<file path="src/rtl/accel_tcdm_streamer_pkg.sv">
// Shared defaults and state encoding for the TCDM load streamer.
package accel_tcdm_streamer_pkg;

  localparam int unsigned ADDR_WIDTH_DEF = 32;
  localparam int unsigned DATA_WIDTH_DEF = 32;
  localparam int unsigned CNT_WIDTH_DEF  = 16;
  localparam int unsigned FIFO_DEPTH_DEF = 4;

  typedef enum logic [1:0] {
    IDLE  = 2'd0,
    ISSUE = 2'd1,
    DRAIN = 2'd2,
    DONE  = 2'd3
  } streamer_state_e;

endpackage

</file>
<file path="src/rtl/accel_tcdm_streamer_if.sv">
// TCDM master bus and outgoing valid/ready word stream used by the streamer.
interface accel_tcdm_if import accel_tcdm_streamer_pkg::*; #(
  parameter int unsigned ADDR_WIDTH = ADDR_WIDTH_DEF,
  parameter int unsigned DATA_WIDTH = DATA_WIDTH_DEF
);
  logic                      req;
  logic [ADDR_WIDTH-1:0]     add;
  logic                      wen;
  logic [DATA_WIDTH-1:0]     wdata;
  logic [DATA_WIDTH/8-1:0]   be;
  logic                      gnt;
  logic                      r_valid;
  logic [DATA_WIDTH-1:0]     r_rdata;

  modport master (output req, add, wen, wdata, be, input gnt, r_valid, r_rdata);
  modport slave  (input req, add, wen, wdata, be, output gnt, r_valid, r_rdata);
endinterface

interface accel_strm_if import accel_tcdm_streamer_pkg::*; #(
  parameter int unsigned DATA_WIDTH = DATA_WIDTH_DEF
);
  logic                  valid;
  logic                  ready;
  logic [DATA_WIDTH-1:0] data;

  modport master (output valid, data, input ready);
  modport slave  (input valid, data, output ready);
endinterface

</file>
<file path="src/rtl/accel_tcdm_streamer_fifo.sv">
// Synchronous response FIFO; a push is accepted while full if a pop happens in the same cycle.
module accel_stream_fifo import accel_tcdm_streamer_pkg::*; #(
  parameter int unsigned DEPTH = FIFO_DEPTH_DEF,
  parameter int unsigned WIDTH = DATA_WIDTH_DEF,
  localparam int unsigned PTR_W = $clog2(DEPTH)
) (
  input  logic             clk_i,
  input  logic             rst_i,
  input  logic             push_i,
  input  logic             pop_i,
  input  logic [WIDTH-1:0] data_i,
  output logic [WIDTH-1:0] data_o,
  output logic             empty_o,
  output logic             full_o,
  output logic [PTR_W:0]   count_o
);

  localparam logic [PTR_W:0] FULL_CNT = (PTR_W+1)'(DEPTH);

  logic [WIDTH-1:0] mem_q [DEPTH];
  logic [PTR_W-1:0] wr_ptr_q, rd_ptr_q;
  logic [PTR_W:0]   cnt_q;
  logic             do_push, do_pop;

  assign do_pop  = pop_i && (cnt_q != '0);
  assign do_push = push_i && ((cnt_q != FULL_CNT) || do_pop);

  always_ff @(posedge clk_i) begin
    if (rst_i) begin
      wr_ptr_q <= '0;
      rd_ptr_q <= '0;
      cnt_q    <= '0;
    end else begin
      if (do_push) wr_ptr_q <= wr_ptr_q + PTR_W'(1);
      if (do_pop)  rd_ptr_q <= rd_ptr_q + PTR_W'(1);
      case ({do_push, do_pop})
        2'b10:   cnt_q <= cnt_q + (PTR_W+1)'(1);
        2'b01:   cnt_q <= cnt_q - (PTR_W+1)'(1);
        default: cnt_q <= cnt_q;
      endcase
    end
  end

  // Storage holds payload only, so it carries no reset.
  always_ff @(posedge clk_i) begin
    if (do_push) mem_q[wr_ptr_q] <= data_i;
  end

  assign data_o  = mem_q[rd_ptr_q];
  assign empty_o = (cnt_q == '0);
  assign full_o  = (cnt_q == FULL_CNT);
  assign count_o = cnt_q;

endmodule

</file>
<file path="src/rtl/accel_tcdm_streamer.sv">
// Strided TCDM read engine: issues word reads under a FIFO-space credit limit and streams responses out.
module accel_tcdm_streamer import accel_tcdm_streamer_pkg::*; #(
  parameter int unsigned ADDR_WIDTH = ADDR_WIDTH_DEF,
  parameter int unsigned DATA_WIDTH = DATA_WIDTH_DEF,
  parameter int unsigned CNT_WIDTH  = CNT_WIDTH_DEF,
  parameter int unsigned FIFO_DEPTH = FIFO_DEPTH_DEF
) (
  input  logic                  clk_i,
  input  logic                  rst_i,
  input  logic                  cfg_start_i,
  input  logic [ADDR_WIDTH-1:0] cfg_base_i,
  input  logic [ADDR_WIDTH-1:0] cfg_stride_i,
  input  logic [CNT_WIDTH-1:0]  cfg_count_i,
  output logic                  busy_o,
  output logic                  done_o,
  accel_tcdm_if.master          tcdm_mst,
  accel_strm_if.master          strm_mst
);

  localparam int unsigned   OUT_W     = $clog2(FIFO_DEPTH) + 1;
  localparam logic [OUT_W:0] DEPTH_LIM = (OUT_W+1)'(FIFO_DEPTH);

  streamer_state_e       state_q, state_d;
  logic [ADDR_WIDTH-1:0] addr_q, addr_d;
  logic [ADDR_WIDTH-1:0] stride_q;
  logic [CNT_WIDTH-1:0]  issue_left_q, issue_left_d;
  logic [CNT_WIDTH-1:0]  pop_left_q, pop_left_d;
  logic [OUT_W-1:0]      out_q, out_d;

  logic                  req;
  logic                  gnt_fire, rsp_fire, pop_fire;
  logic                  fifo_empty, fifo_full;
  logic [OUT_W-1:0]      fifo_cnt;
  logic [OUT_W:0]        inflight;

  // Credits come from registered counts only, so req never depends on this cycle's gnt.
  assign inflight = {1'b0, out_q} + {1'b0, fifo_cnt};
  assign req      = (state_q == ISSUE) && (inflight < DEPTH_LIM);
  assign gnt_fire = req && tcdm_mst.gnt;
  assign rsp_fire = tcdm_mst.r_valid && (out_q != '0);
  assign pop_fire = strm_mst.ready && !fifo_empty;

  always_comb begin
    state_d      = state_q;
    addr_d       = addr_q;
    issue_left_d = issue_left_q;
    pop_left_d   = pop_left_q;
    out_d        = out_q;

    case ({gnt_fire, rsp_fire})
      2'b10:   out_d = out_q + OUT_W'(1);
      2'b01:   out_d = out_q - OUT_W'(1);
      default: out_d = out_q;
    endcase

    if (gnt_fire) begin
      addr_d       = addr_q + stride_q;
      issue_left_d = issue_left_q - CNT_WIDTH'(1);
    end
    if (pop_fire && (pop_left_q != '0)) pop_left_d = pop_left_q - CNT_WIDTH'(1);

    unique case (state_q)
      IDLE: begin
        if (cfg_start_i) begin
          if (cfg_count_i != '0) begin
            state_d      = ISSUE;
            addr_d       = cfg_base_i;
            issue_left_d = cfg_count_i;
            pop_left_d   = cfg_count_i;
          end else begin
            state_d = DONE;
          end
        end
      end
      ISSUE: if (gnt_fire && (issue_left_q == CNT_WIDTH'(1))) state_d = DRAIN;
      DRAIN: if (pop_fire && (pop_left_q == CNT_WIDTH'(1)) && (out_q == '0)) state_d = DONE;
      DONE:  state_d = IDLE;
      default: state_d = IDLE;
    endcase
  end

  always_ff @(posedge clk_i) begin
    if (rst_i) begin
      state_q      <= IDLE;
      addr_q       <= '0;
      issue_left_q <= '0;
      pop_left_q   <= '0;
      out_q        <= '0;
    end else begin
      state_q      <= state_d;
      addr_q       <= addr_d;
      issue_left_q <= issue_left_d;
      pop_left_q   <= pop_left_d;
      out_q        <= out_d;
    end
  end

  always_ff @(posedge clk_i) begin
    if ((state_q == IDLE) && cfg_start_i) stride_q <= cfg_stride_i;
  end

  accel_stream_fifo #(
    .DEPTH (FIFO_DEPTH),
    .WIDTH (DATA_WIDTH)
  ) u_fifo (
    .clk_i   (clk_i),
    .rst_i   (rst_i),
    .push_i  (rsp_fire),
    .pop_i   (pop_fire),
    .data_i  (tcdm_mst.r_rdata),
    .data_o  (strm_mst.data),
    .empty_o (fifo_empty),
    .full_o  (fifo_full),
    .count_o (fifo_cnt)
  );

  assign tcdm_mst.req   = req;
  assign tcdm_mst.add   = addr_q;
  assign tcdm_mst.wen   = 1'b1;
  assign tcdm_mst.wdata = '0;
  assign tcdm_mst.be    = '1;
  assign strm_mst.valid = !fifo_empty;
  assign busy_o         = (state_q != IDLE);
  assign done_o         = (state_q == DONE);

  // Stale responses are tolerated only while idle (e.g. after a mid-transfer reset).
  assert property (@(posedge clk_i) disable iff (rst_i)
    !(tcdm_mst.r_valid && (out_q == '0) && (state_q != IDLE)));
  assert property (@(posedge clk_i) disable iff (rst_i)
    !(rsp_fire && fifo_full && !pop_fire));

endmodule

</file>
<file path="src/flat_wrapper.sv">
// flat-port wrapper written by rule: the top's interface ports become plain ports
module accel_tcdm_streamer_flat import accel_tcdm_streamer_pkg::*;
#(
  parameter int unsigned ADDR_WIDTH = ADDR_WIDTH_DEF,
  parameter int unsigned DATA_WIDTH = DATA_WIDTH_DEF,
  parameter int unsigned CNT_WIDTH  = CNT_WIDTH_DEF,
  parameter int unsigned FIFO_DEPTH = FIFO_DEPTH_DEF
)
  (clk_i, rst_i, cfg_start_i, cfg_base_i, cfg_stride_i, cfg_count_i, busy_o, done_o, tcdm_mst_req, tcdm_mst_add, tcdm_mst_wen, tcdm_mst_wdata, tcdm_mst_be, tcdm_mst_gnt, tcdm_mst_r_valid, tcdm_mst_r_rdata, strm_mst_valid, strm_mst_data, strm_mst_ready);
  accel_tcdm_if #(.ADDR_WIDTH(ADDR_WIDTH), .DATA_WIDTH(DATA_WIDTH)) tcdm_mst_i ();
  accel_strm_if #(.DATA_WIDTH(DATA_WIDTH)) strm_mst_i ();
  input  logic clk_i;
  input  logic rst_i;
  input  logic cfg_start_i;
  input  logic [ADDR_WIDTH-1:0] cfg_base_i;
  input  logic [ADDR_WIDTH-1:0] cfg_stride_i;
  input  logic [CNT_WIDTH-1:0] cfg_count_i;
  output logic busy_o;
  output logic done_o;
  output wire logic [$bits(tcdm_mst_i.req)-1:0] tcdm_mst_req;
  output wire logic [$bits(tcdm_mst_i.add)-1:0] tcdm_mst_add;
  output wire logic [$bits(tcdm_mst_i.wen)-1:0] tcdm_mst_wen;
  output wire logic [$bits(tcdm_mst_i.wdata)-1:0] tcdm_mst_wdata;
  output wire logic [$bits(tcdm_mst_i.be)-1:0] tcdm_mst_be;
  input wire logic [$bits(tcdm_mst_i.gnt)-1:0] tcdm_mst_gnt;
  input wire logic [$bits(tcdm_mst_i.r_valid)-1:0] tcdm_mst_r_valid;
  input wire logic [$bits(tcdm_mst_i.r_rdata)-1:0] tcdm_mst_r_rdata;
  output wire logic [$bits(strm_mst_i.valid)-1:0] strm_mst_valid;
  output wire logic [$bits(strm_mst_i.data)-1:0] strm_mst_data;
  input wire logic [$bits(strm_mst_i.ready)-1:0] strm_mst_ready;
  assign tcdm_mst_req = tcdm_mst_i.req;
  assign tcdm_mst_add = tcdm_mst_i.add;
  assign tcdm_mst_wen = tcdm_mst_i.wen;
  assign tcdm_mst_wdata = tcdm_mst_i.wdata;
  assign tcdm_mst_be = tcdm_mst_i.be;
  assign tcdm_mst_i.gnt = tcdm_mst_gnt;
  assign tcdm_mst_i.r_valid = tcdm_mst_r_valid;
  assign tcdm_mst_i.r_rdata = tcdm_mst_r_rdata;
  assign strm_mst_valid = strm_mst_i.valid;
  assign strm_mst_data = strm_mst_i.data;
  assign strm_mst_i.ready = strm_mst_ready;
  accel_tcdm_streamer #(.ADDR_WIDTH(ADDR_WIDTH), .DATA_WIDTH(DATA_WIDTH), .CNT_WIDTH(CNT_WIDTH), .FIFO_DEPTH(FIFO_DEPTH)) u_core (.clk_i(clk_i), .rst_i(rst_i), .cfg_start_i(cfg_start_i), .cfg_base_i(cfg_base_i), .cfg_stride_i(cfg_stride_i), .cfg_count_i(cfg_count_i), .busy_o(busy_o), .done_o(done_o), .tcdm_mst(tcdm_mst_i), .strm_mst(strm_mst_i));
endmodule
</file>
<file path="config.mk">
export PLATFORM = sky130hd
export DESIGN_NAME = accel_tcdm_streamer_flat
export DESIGN_NICKNAME = d
export VERILOG_FILES = /design/src/rtl/accel_tcdm_streamer_pkg.sv /design/src/rtl/accel_tcdm_streamer_if.sv /design/src/rtl/accel_tcdm_streamer_fifo.sv /design/src/rtl/accel_tcdm_streamer.sv /design/src/flat_wrapper.sv
export SDC_FILE = /design/constraint.sdc
export NUM_CORES = 1
export LEC_CHECK = 0
export ABC_AREA = 1
export CAP_MARGIN = 15
export CORE_UTILIZATION = 55
export DETAILED_ROUTE_END_ITERATION = 16
export PLACE_DENSITY = 0.85
export SLEW_MARGIN = 20
export SYNTH_ARGS = -nofsm -noshare
export SYNTH_HDL_FRONTEND = slang
export SYNTH_SLANG_ARGS = --single-unit
</file>
<file path="constraint.sdc">
create_clock -name clk_i -period 4.76 [get_ports clk_i]
set_input_delay 0.714 -clock clk_i [delete_from_list [all_inputs] [get_ports clk_i]]
set_output_delay 0.714 -clock clk_i [all_outputs]
set_load 0.02 [all_outputs]
</file>
==> flow_summary.rst, run 1 <==
.. list-table::
   :header-rows: 1

   * - Metric
     - Value
   * - Resized Gates After CTS
     - 0
   * - Pre-antenna DRT Iters
     - 5
   * - Max-slew headroom
     - 39.3%
   * - Routed wire length
     - 30,800 um
   * - Placement Cell Area
     - 14,700 sq um
   * - Routability-driven placement congestion ratio
     - 1.01
   * - Core region area
     - 22,600 sq um
   * - Tmin final
     - 3610 ps
   * - Min-delay worst type
     - register to register
   * - CP Class
     - register to primary output
   * - Setup repair after global routing missed its margin
     - no
   * - Global route overflow
     - 0
   * - Total routing usage reported by global routing
     - 26.0%
   * - Count of synthesis-stage warnings from yosys
     - 0
   * - Reg2reg setup slack
     - 2010 ps
   * - Standby leakage power
     - 6.79 nW
   * - Area overhead of the layout relative to synthesis
     - 21.2%
   * - Input/output buffers
     - 185
   * - Arithmetic-cell share of the synthesized area counting full adders, half adders and majority gates
     - 5.19%
   * - I/O pin count
     - 223
   * - TritonCTS clock tree
     - done
   * - Post-synthesis share of cell area spent on xor and xnor gates
     - 1.51%
   * - Flip-flop and latch count after synthesis
     - 238
   * - Total count of hold-check failures in the final report
     - 0
   * - Proportion of synthesized area in mux cells
     - 0%
   * - Core Rows
     - 55
   * - Number of nets in the layout
     - 1,892
   * - Height of the chip
     - 154 um
   * - Worst-path clk slew
     - 60 ps
   * - Fin. max-slew vios
     - 0
   * - Number of antenna violations at the first check in global routing
     - 1
   * - Final Cycle Share
     - 75.9%
   * - Largest family of logic cells by synthesized area
     - simple AND/OR/NAND/NOR gates
   * - Antenna Diode Count
     - 0
   * - Max-cap violation count
     - 0
   * - Number of sinks on the clock net
     - 238
   * - Portion of the post-synthesis area used by sequential elements
     - 50.0%
   * - Detailed placer's ending HPWL
     - 21,500 um
   * - Distinct cells, synth
     - 42
   * - Arr. time, crit path
     - 2900 ps
   * - Share of the synthesized area in the top cell type
     - 37.8%
   * - Mean instance size in the synthesized netlist
     - 8.23 sq um
   * - DR iter-0 viols
     - 826
   * - Most area-consuming cells after synthesis
     - sky130_fd_sc_hd__edfxtp_1 (38%), sky130_fd_sc_hd__dfxtp_1 (12%), sky130_fd_sc_hd__nand2_1 (11%)
   * - Worst vdd rail ir drop
     - 0.358 mV
   * - Library cell with the largest summed area after synthesis
     - sky130_fd_sc_hd__edfxtp_1
   * - Post-synthesis instance total
     - 1,547
   * - Setup_tns
     - 0 ps
   * - Type of element launching the critical path
     - register
   * - Highest achievable clock rate
     - 0.277 GHz
   * - Worst path required time
     - 4050 ps
   * - Largest net degree at the start of global routing
     - 85
   * - Routed length per placed instance
     - 15.2 um
   * - Post-CTS Setup Inserts
     - 0
   * - Count of endpoints failing setup in the final report
     - 0
   * - Critical path capture point type
     - primary output
   * - Power Density
     - 563 nW/um^2
   * - Count of filler cells inserted in the layout
     - 1,798
   * - Width of the die
     - 154 um
   * - Clock latency reported for the late side of the worst-skew pair
     - 520 ps
   * - Initial Util
     - 56.2%
   * - Cts bufs inserted
     - 25
   * - Number of remaining DRC errors
     - 0
   * - Slew of the pin with the lowest slew margin
     - 910 ps
   * - Via density per instance
     - 5.28
   * - Via count of the first global-routing pass
     - 10.4k
   * - Fin Clk Skew
     - 20.2 ps
   * - Area used by sequential logic in the layout
     - 6370 sq um
   * - Area of combinational cells with multiple inputs
     - 5180 sq um
   * - Die Footprint
     - 23,800 sq um
   * - Hold_buf cts
     - 0
   * - Biggest fanout along the worst timing path
     - 33
   * - Finished layout cell area
     - 15,400 sq um
   * - First-pass GRT wire length
     - 49,900 um
   * - Max Buffers Root-to-Sink
     - 3
   * - Root buffer selected by CTS
     - sky130_fd_sc_hd__clkbuf_16
   * - Fraction of the mapped netlist area in compound gates
     - 11.3%
   * - Post-synthesis simple-gate area fraction
     - 21.6%
   * - Post-Synthesis Cell Area
     - 12,700 sq um
   * - Total vias in the final route
     - 10.7k
   * - Outcome
     - finished, final reports clean
   * - Number of H-tree levels
     - 1
   * - Layout cell share with drive strength beyond 1
     - 4.25%
   * - Antenna violation net count after detailed routing
     - 0
## kinds of logic after synthesis
kind of cell / after synthesis
DFF: 238
other: 2
xor gates and xnor gates: 22
adders and majority gates: 51
buffers and inverters: 304
AOI/OAI and AO/OA: 267
and+or+nand+nor: 663
## sequential cells by signal, indices dropped and copies added (netlist names), named ones only
register and count:
u_core.state_q 2, u_core.stride_q 32, u_core.u_fifo.mem_q 128, u_core.out_q 3, u_core.u_fifo.wr_ptr_q 2, u_core.u_fifo.rd_ptr_q 2, u_core.tcdm_mst.add 32, u_core.pop_left_q 16
u_core.issue_left_q 16, u_core.u_fifo.count_o 3
## path summary, 6_finish.rpt
check	start	to	cells after the start
hold reg to reg	u_core.u_fifo.rd_ptr_q[1]	u_core.u_fifo.rd_ptr_q[1]	2
setup / recovery	register	strm_mst_data[2]	5
hold / removal	u_core.u_fifo.rd_ptr_q[1]	u_core.u_fifo.rd_ptr_q[1]	2
setup reg to reg	u_core.state_q[0]	u_core.pop_left_q[4]	12
## layout by cell type (no fill, tap or decap), types with 7 or more instances in the layout
| cell | Yosys | layout |
|---|---|---|
| sky130_fd_sc_hd__nand2_1 | 372 | 372 |
| sky130_fd_sc_hd__inv_1 | 219 | 219 |
| sky130_fd_sc_hd__clkdlybuf4s50_1 | 0 | 185 |
| sky130_fd_sc_hd__nor2_1 | 167 | 163 |
| sky130_fd_sc_hd__edfxtp_1 | 160 | 160 |
| sky130_fd_sc_hd__o21ai_0 | 146 | 146 |
| sky130_fd_sc_hd__dfxtp_1 | 78 | 77 |
| sky130_fd_sc_hd__nand3_1 | 76 | 76 |
| sky130_fd_sc_hd__a21oi_1 | 58 | 58 |
| sky130_fd_sc_hd__ha_1 | 48 | 48 |
| sky130_fd_sc_hd__conb_1 | 2 | 37 |
| sky130_fd_sc_hd__o22ai_1 | 32 | 32 |
| sky130_fd_sc_hd__clkbuf_16 | 0 | 25 |
| sky130_fd_sc_hd__xor2_1 | 17 | 17 |
| sky130_fd_sc_hd__a31oi_1 | 15 | 15 |
| sky130_fd_sc_hd__nand4_1 | 12 | 12 |
| sky130_fd_sc_hd__clkbuf_1 | 23 | 12 |
| sky130_fd_sc_hd__buf_4 | 41 | 10 |
| sky130_fd_sc_hd__nor3_1 | 8 | 8 |
| sky130_fd_sc_hd__nor2_2 | 3 | 7 |
## routing by layer
metal	routed length, um	GRT usage (%)	vias to the layer above
met2	15100	46.3	395
met4	590	6.86	0
met1	13000	33.0	4913
met5	0	0	-
met3	2040	4.06	61
li1	-	-	5343
## layout make-up
cell class / count / area share [%]
sequential: 238 / 41.3
clock buffer: 42 / 4.74
inverter: 223 / 5.43
clock inverter: 4 / 0.154
timing repair buffer: 195 / 12.5
tap: 285 / 2.31
multi-input combinational: 1040 / 33.6
## power breakdown
group / internal (mW) / switching, mW
Combinational: 1.44 / 2.55
Sequential: 2.64 / 0.246
Clock: 1.04 / 0.767
## worst max-delay path, cell delays in order, from the launching register on
cell                              delay, ps
sky130_fd_sc_hd__dfxtp_1                290
sky130_fd_sc_hd__buf_4                  240
sky130_fd_sc_hd__inv_1                  710
sky130_fd_sc_hd__o21ai_0                250
sky130_fd_sc_hd__o22ai_1                210
sky130_fd_sc_hd__clkdlybuf4s50_1        670
## per-stage QoR
step | cells | hold slack [ps] | util [%] | total power [mW] | setup WS (ps)
5_1_grt | 2027 | 501 | 68.1 | 9.32 | 919
2_1_floorplan | 1582 | 436 | - | 5.62 | 2010
6_report | 2027 | 472 | 68.1 | 8.68 | 1150
3_3_place_gp | 1981 | 454 | 64.8 | 6.76 | 1570
3_5_place_dp | 1981 | 462 | 64.8 | 6.87 | 1480
4_1_cts | 2027 | 473 | 68.1 | 8.70 | 1080
## cell usage after synthesis, drive strengths merged
master	count
a21boi	1
a21o	1
a21oi	59
a31o	3
a31oi	15
and2	2
buf	57
clkbuf	24
clkinv	1
conb	2
dfxtp	78
edfxtp	160
fa	3
ha	48
inv	222
nand2	378
nand3	76
nand3b	4
nand4	13
nor2	175
nor3	8
o211ai	1
o21ai	152
o21bai	3
o22ai	32
or2	7
xnor2	5
xor2	17
(Power assumes the default switching activity.)
==> run 2, diff against run 1 <==
--- a/config.mk
+++ b/config.mk
@@ -7,9 +7,9 @@
 export LEC_CHECK = 0
 export ABC_AREA = 1
 export CAP_MARGIN = 15
-export CORE_UTILIZATION = 55
+export CORE_UTILIZATION = 48
 export DETAILED_ROUTE_END_ITERATION = 16
-export PLACE_DENSITY = 0.85
+export PLACE_DENSITY = 0.79
 export SLEW_MARGIN = 20
 export SYNTH_ARGS = -nofsm -noshare
 export SYNTH_HDL_FRONTEND = slang
==> constraint.sdc (replaced) <==
create_clock -name clk_i -period 2.95 [get_ports clk_i]
set_input_delay 0.4425 -clock clk_i [delete_from_list [all_inputs] [get_ports clk_i]]
set_output_delay 0.4425 -clock clk_i [all_outputs]
set_load 0.02 [all_outputs]
==> flow_summary.rst, run 2 (same netlist as run 1, synthesis figures left out) <==
.. list-table::
   :header-rows: 1

   * - Metric
     - Value
   * - Input/output buffers
     - 185
   * - Detailed placer's ending HPWL
     - 22,000 um
   * - Max-cap violation count
     - 0
   * - Tmin final
     - 2750 ps
   * - Worst path required time
     - 2510 ps
   * - Placement Cell Area
     - 14,800 sq um
   * - Antenna violation net count after detailed routing
     - 0
   * - Power Total
     - 14.5 mW
   * - Routability-driven placement congestion ratio
     - 0.936
   * - Register bank with the most flops
     - u_core.u_fifo.mem_q
   * - Total vias in the final route
     - 10.7k
   * - Setup_tns
     - 0 ps
   * - Type of element launching the critical path
     - register
   * - TritonCTS clock tree
     - done
   * - Width of the die
     - 165 um
   * - Number of placed instances, taps included
     - 2,039
   * - Resized Gates After CTS
     - 0
   * - Pre-antenna DRT Iters
     - 5
   * - Number of H-tree levels
     - 1
   * - Die Footprint
     - 27,200 sq um
   * - Count of endpoints failing setup in the final report
     - 0
   * - First-pass GRT wire length
     - 48,800 um
   * - Commonest cells after routing, fill and taps aside
     - sky130_fd_sc_hd__nand2_1 (372), sky130_fd_sc_hd__inv_1 (219), sky130_fd_sc_hd__clkdlybuf4s50_1 (185)
   * - Worst-path clk slew
     - 60 ps
   * - Number of remaining DRC errors
     - 0
   * - I/O pin count
     - 223
   * - Number of nets in the layout
     - 1,900
   * - Layout cell share with drive strength beyond 1
     - 4.97%
   * - Hold_buf cts
     - 0
   * - Pre-CTS setup slack
     - 554 ps
   * - Highest achievable clock rate
     - 0.364 GHz
   * - Antenna Diode Count
     - 0
   * - Crit path setup slack, layout
     - 205 ps
   * - Post-CTS Setup Inserts
     - 0
   * - CP Class
     - register to primary output
   * - Number of antenna violations at the first check in global routing
     - 0
   * - Setup repair after global routing missed its margin
     - no
   * - Via count of the first global-routing pass
     - 10.2k
   * - Total count of hold-check failures in the final report
     - 0
   * - Cts bufs inserted
     - 25
   * - Height of the chip
     - 165 um
   * - Total routing usage reported by global routing
     - 22.6%
   * - Worst vdd rail ir drop
     - 0.614 mV
   * - Standby leakage power
     - 6.89 nW
   * - Finished layout cell area
     - 15,700 sq um
   * - Clock latency reported for the late side of the worst-skew pair
     - 520 ps
   * - Number of sinks on the clock net
     - 238
   * - Smallest hold slack
     - 470 ps
   * - Leading cell type in the layout, fill and taps excluded
     - sky130_fd_sc_hd__nand2_1
   * - Power Density
     - 924 nW/um^2
   * - Routed wire length
     - 30,900 um
   * - Core Rows
     - 59
   * - Min-delay worst type
     - register to register
   * - Via density per instance
     - 5.13
   * - Global route overflow
     - 0
   * - Largest net degree at the start of global routing
     - 65
   * - Fin Clk Skew
     - 12.2 ps
   * - R2r worst-path depth
     - 14
   * - Initial Util
     - 48.8%
   * - Core region area
     - 26,100 sq um
   * - Max reg flops
     - 128
   * - Worst hold stages
     - 1
   * - DR iter-0 viols
     - 708
   * - Final Cycle Share
     - 93.1%
   * - Outcome
     - finished, final reports clean
   * - Arr. time, crit path
     - 2300 ps
   * - Cell Count, Final, Fillers Out
     - 2,084
   * - Max Buffers Root-to-Sink
     - 3
   * - Fin. max-slew vios
     - 0
   * - Area overhead of the layout relative to synthesis
     - 23.5%
   * - Slew of the pin with the lowest slew margin
     - 697 ps
   * - Routed length per placed instance
     - 14.8 um
   * - Final core utilization
     - 60.3%
   * - Root buffer selected by CTS
     - sky130_fd_sc_hd__clkbuf_16
   * - Max-slew headroom
     - 53.0%
   * - Critical path capture point type
     - primary output
   * - Biggest fanout along the worst timing path
     - 23
[run 2: cell type report]
class,count,area (sq um)
fillers,2227,10300
flip-flops and latches,238,6370
multi-input cells,1040,5180
repair buffers,203,2040
inverters,223,837
clock buffers,25,626
well taps,335,419
clock inverters,20,244
[run 2: critical path, stage by stage (launching register included)]
cell	delay (ps)
sky130_fd_sc_hd__dfxtp_1	310
sky130_fd_sc_hd__inv_1	330
sky130_fd_sc_hd__buf_12	230
sky130_fd_sc_hd__o21ai_0	100
sky130_fd_sc_hd__o22ai_1	170
sky130_fd_sc_hd__clkdlybuf4s50_1	650
[run 2: per-layer routing]
metal  global-route usage [%]  routed length, um  part of all wire (%)  vias to the layer above
met2                     39.6              15000                    49                      367
met4                     6.55                671                   2.2                        0
li1                         -                  -                     -                     5366
met3                     3.74               2230                   7.2                       50
met1                     28.3              13000                    42                     4913
met5                        0                  0                     0                        -
[run 2: worst paths after layout]
path,to,start,slack [ps]
worst max-delay path,strm_mst_data[19],register,200
worst min register to register,u_core.out_q[0],u_core.out_q[0],470
worst max register to register,u_core.out_q[2],u_core.state_q[1],650
worst min-delay path,u_core.out_q[0],u_core.out_q[0],470
[run 2: power by group]
group | leakage [nW] | internal, mW | switching (mW)
registers | 2.11 | 4.26 | 0.406
logic | 4.37 | 2.42 | 4.13
clock network | 0.414 | 1.99 | 1.32
